$ cat src/rtl/riscv_pkg.sv
// Shared pipeline types for the IF/ID boundary: the fetch packet, NOP encoding
// and the default depth of the IF->ID decoupling buffer.
package riscv_pkg;

    localparam int          IF_ID_BUF_DEPTH = 2;
    localparam logic [31:0] NOP_INSTR       = 32'h0000_0013;

    typedef struct packed {
        logic [31:0] pc;
        logic [31:0] instruction;
        logic [31:0] pc_plus4;
        logic        valid_if_id;
    } if_id_reg_t;

    // What decode sees when nothing is buffered: a non-valid NOP bubble
    localparam if_id_reg_t IF_ID_EMPTY = '{
        pc:          32'h0,
        instruction: NOP_INSTR,
        pc_plus4:    32'h0,
        valid_if_id: 1'b0
    };

endpackage

$ cat src/rtl/if_id_ptr_ctrl.sv
// Read/write pointers and entry count for the IF->ID circular buffer.
// Pointers wrap modulo DEPTH (power of two); count separates full from empty.
module if_id_ptr_ctrl #(
    parameter  int DEPTH = 2,
    localparam int AW    = $clog2(DEPTH)
) (
    input  logic          clk,
    input  logic          reset,
    input  logic          push,
    input  logic          pop,
    input  logic          flush,
    output logic [AW-1:0] wp,
    output logic [AW-1:0] rp,
    output logic [AW:0]   count,
    output logic          full,
    output logic          empty
);

    localparam logic [AW:0] FULL_CNT = (AW+1)'(DEPTH);

    always_ff @(posedge clk or negedge reset) begin
        if (!reset) begin
            wp    <= '0;
            rp    <= '0;
            count <= '0;
        end else if (flush) begin
            wp    <= '0;
            rp    <= '0;
            count <= '0;
        end else begin
            if (push) wp <= wp + 1'b1;
            if (pop)  rp <= rp + 1'b1;
            case ({push, pop})
                2'b10:   count <= count + 1'b1;
                2'b01:   count <= count - 1'b1;
                default: count <= count;
            endcase
        end
    end

    assign full  = (count == FULL_CNT);
    assign empty = (count == '0);

endmodule

$ cat src/rtl/if_id_buffer.sv
// IF->ID decoupling buffer: DEPTH-entry in-order queue between fetch and decode.
// Define IF_ID_BUF_BYPASS_EN to forward a packet straight to decode when empty.
module if_id_buffer
    import riscv_pkg::*;
#(
    parameter  int DEPTH = IF_ID_BUF_DEPTH,
    localparam int AW    = $clog2(DEPTH)
) (
    input  logic        clk,
    input  logic        reset,
    input  logic        flush,
    input  if_id_reg_t  in_pkt,
    output logic        in_ready,
    input  logic        id_ready,
    output if_id_reg_t  out_pkt,
    output logic [AW:0] occupancy
);

    if_id_reg_t    mem [DEPTH];
    logic [AW-1:0] wp, rp;
    logic [AW:0]   count;
    logic          full, empty;
    logic          push, pop, wr_en, byp;

`ifdef IF_ID_BUF_BYPASS_EN
    assign byp = empty & in_pkt.valid_if_id & ~flush;
`else
    assign byp = 1'b0;
`endif

    // in_ready depends only on registered count, never on id_ready
    assign in_ready = ~full;
    assign push     = in_pkt.valid_if_id & in_ready & ~flush;
    // A bypassed packet consumed by decode in the same cycle is never stored
    assign wr_en    = push & ~(byp & id_ready);
    assign pop      = ~empty & id_ready & ~flush;

    if_id_ptr_ctrl #(.DEPTH(DEPTH)) u_ptr (
        .clk   (clk),
        .reset (reset),
        .push  (wr_en),
        .pop   (pop),
        .flush (flush),
        .wp    (wp),
        .rp    (rp),
        .count (count),
        .full  (full),
        .empty (empty)
    );

    always_ff @(posedge clk) begin
        if (wr_en) mem[wp] <= in_pkt;
    end

    always_comb begin
        out_pkt = IF_ID_EMPTY;
        if (!flush) begin
            if (!empty) begin
                out_pkt             = mem[rp];
                out_pkt.valid_if_id = 1'b1;
            end else if (byp) begin
                out_pkt = in_pkt;
            end
        end
    end

    assign occupancy = count;

endmodule

$ cat config.mk
export PLATFORM = sky130hd
export DESIGN_NAME = if_id_buffer
export DESIGN_NICKNAME = d
export VERILOG_FILES = /design/src/rtl/riscv_pkg.sv /design/src/rtl/if_id_ptr_ctrl.sv /design/src/rtl/if_id_buffer.sv
export SDC_FILE = /design/constraint.sdc
export NUM_CORES = 1
export LEC_CHECK = 0
export BUFFER_PORTS_ARGS = -buffer_cell sky130_fd_sc_hd__buf_2
export CAP_MARGIN = 20
export CELL_PAD_IN_SITES_DETAIL_PLACEMENT = 1
export CELL_PAD_IN_SITES_GLOBAL_PLACEMENT = 1
export CORE_UTILIZATION = 40
export DETAILED_ROUTE_END_ITERATION = 8
export PLACE_DENSITY = 0.71
export SLEW_MARGIN = 20
export SYNTH_ARGS = -nofsm -noshare
export SYNTH_HDL_FRONTEND = slang
export SYNTH_SLANG_ARGS = --single-unit
$ cat constraint.sdc
create_clock -name clk -period 10.4 [get_ports clk]
set_input_delay 2.08 -clock clk [delete_from_list [all_inputs] [get_ports clk]]
set_output_delay 2.08 -clock clk [all_outputs]
set_load 0.03 [all_outputs]
==> results.sh <==
export IMPL_status="finished, final reports clean"
export IMPL_final_common_cell="buf_2"
export IMPL_grt_pass1_vias=4653
export IMPL_routed_wl_mm=15.7
export IMPL_finalClockSkew_ns=0.00815
export IMPL_drv_cap=0
export IMPL_rrSetupSlack_ns=7.66
export IMPL_drc_errors=0
export IMPL_max_freq_ghz=0.162
export IMPL_max_slew_margin_pct=33.1
export IMPL_pre_cts_ws_ns=4.20
export IMPL_avgSynthCellArea_um2=17.9
export IMPL_max_stage_delay_ns=0.83
export IMPL_grt_pass1_wl_mm=24.0
export IMPL_start_util_pct=41.1
export IMPL_dpl_cell_area_mm2=0.00897
export IMPL_final_hold_violation_count=0
export IMPL_vias_per_cell=4.66
export IMPL_mostFrequentLayoutCells="buf_2, edfxtp_1, mux2i_1"
export IMPL_grt_max_degree=58
export IMPL_yosys_warnings=0
export IMPL_stdcell_area_mm2=0.00954
export IMPL_grt_usage_pct=16.2
export IMPL_rsz0062_at_grt="false"
export IMPL_powerDensity_mw_per_mm2=179
export IMPL_synth_seq_cells=196
export IMPL_yosysSeqAreaShare_pct=75.7
export IMPL_hold_path_class="reg -> reg"
export IMPL_avgRoutedWirePerCell_um=17.2
export IMPL_whs_path_depth=2
export IMPL_syn_inst=433
export IMPL_final_layout_size_suffix_gt1_share_pct=43.3
export IMPL_cp_required_ns=8.32
export IMPL_vdd_drop_max_v=0.000111
export IMPL_syn_nets=534
export IMPL_crit_arrival_ns=4.09
export IMPL_path_buf_inv=3
export IMPL_die_x_um=141
export IMPL_setup_ws_ns=4.23
export IMPL_cp_start_kind="primary input"
export IMPL_setup_viol_count_final=0
export IMPL_h_tree_depth=4
export IMPL_cts_buffers=17
export IMPL_die_area_mm2=0.0199
export IMPL_antenna_found_initial=3
export IMPL_syn_cell_area_mm2=0.00775
export IMPL_rows=50
export IMPL_p_leak_nw=3.51
export IMPL_synth_edff_count=192
export IMPL_cts_sinks=196
export IMPL_synthFlopType="edfxtp_1"
export IMPL_nFillCells=1876
export IMPL_post_cts_buffers=0
export IMPL_clk_pin_slew_ns=0.07
export IMPL_yosysUniqueCellTypes=25
export IMPL_cp_slowest_cell="buf_4"
export IMPL_io_buffers=200
export IMPL_timing_final_crit_share_pct=59.4
export IMPL_cts_tree="done"
export IMPL_vias=4247
export IMPL_area_growth_syn_to_layout_pct=23.2
export IMPL_clock_latency_ns=0.43
export IMPL_cts_hold_buf=0
export IMPL_worstMarginPinSlew_ns=1.00
export IMPL_critPathCaptureType="output port"
export IMPL_ys_async_sr_fraction_pct=2.04
export IMPL_cts_root_buffer="clkbuf_16"
export IMPL_dr_pass1_iters=4
export IMPL_cp_depth=5
export IMPL_cts_resized=0
export IMPL_critical_path_class="in -> out"
export IMPL_die_h_um=141
export IMPL_tns_ns=0
export IMPL_cp_cell_sequence="buf_2, or2_4, buf_4, nor2_1, buf_2"
export IMPL_ioPinCount=201
export IMPL_slew_viol_final=0
export IMPL_initialDrtViolationCount=157
export IMPL_ff2ff_path_depth=6
export IMPL_nets=739
export IMPL_core_region_area_mm2=0.0188
export IMPL_finalPower_mw=1.71
export IMPL_cts_max_path_buffers=2
export IMPL_min_period_ns=6.17
export IMPL_crit_top_cell="buf_2"
export IMPL_final_util_pct=50.7
export IMPL_grt_ovfl_total=0
export IMPL_ant_nets=0
export IMPL_path_delay_family="buffers and inverters"
export IMPL_place_gp_congestion=0.797
export IMPL_cp_max_fo=55
export IMPL_dp_hpwl_mm=10.5
## Yosys cell counts, drive strengths merged (3+ instances only)
| library cell | n | area, um^2 |
|---|---|---|
| o21ai | 3 | 15.0 |
| mux2i | 96 | 961 |
| dfrtp | 4 | 100 |
| a21oi | 3 | 15.0 |
| nand2 | 4 | 15.0 |
| clkbuf | 3 | 11.3 |
| buf | 19 | 170 |
| nor2 | 96 | 611 |
| inv | 3 | 11.3 |
| edfxtp | 192 | 5770 |
## layout make-up
cell class	count	area, um^2	share of cell area, %
sequential	196	5870	61.5
multi-input combinational	212	1700	17.8
timing repair buffer	208	1060	11.1
clock buffer	17	425	4.46
tap	260	325	3.41
clock inverter	15	146	1.53
inverter	3	11.3	0.118
antenna	1	2.50	0.0262
## path summary, 6_finish.rpt
path / start / end
min in group asynchronous: reset / u_ptr.wp
min: u_ptr.wp / u_ptr.wp
max reg2reg: u_ptr.count[0] / mem[1][31]
min reg2reg: u_ptr.wp / u_ptr.wp
max in group asynchronous: reset / u_ptr.rp
max: flush / out_pkt[31]
## tightest hold or removal path, delay by kind of cell, from the launching register on
kind               cells  cell delay [ns]
AOI/OAI and AO/OA      2             0.17
DFF                    1             0.42
## where the power goes
part           switching (mW)  internal (mW)  leakage [nW]
clock                   0.297          0.338         0.283
sequential             0.0134          0.899          1.81
combinational           0.105         0.0568          1.42
## flip-flops by register name, summed over array words and instances, names as in the netlist
signal       count
mem            192
u_ptr.rp         1
u_ptr.wp         1
u_ptr.count      2
## cells by family after synthesis
logic type      Yosys count  synth area share, %
simple gates            106                 8.59
buf+inv                  25                 2.49
mux                      96                 12.4
flops                   196                 75.7
xor+xnor                  1                0.113
compound gates            9                0.678
## metal layers
layer / up-vias / global-route usage (%) / share of wire, %
li1: 2017 / - / -
met1: 2069 / 17.7 / 39
met2: 134 / 28.6 / 52
met3: 23 / 6.01 / 6.5
met4: 4 / 5.95 / 1.7
met5: - / 0 / 0.17
## per-stage QoR
step                      instances  hold slack [ns]
after floorplan                 433            0.529
after global placement          879            0.574
after detailed placement        879            0.611
after CTS                       911            0.625
after global routing            911            0.675
final                           912            0.635
No activity file was read; power rests on OpenSTA's default activity.
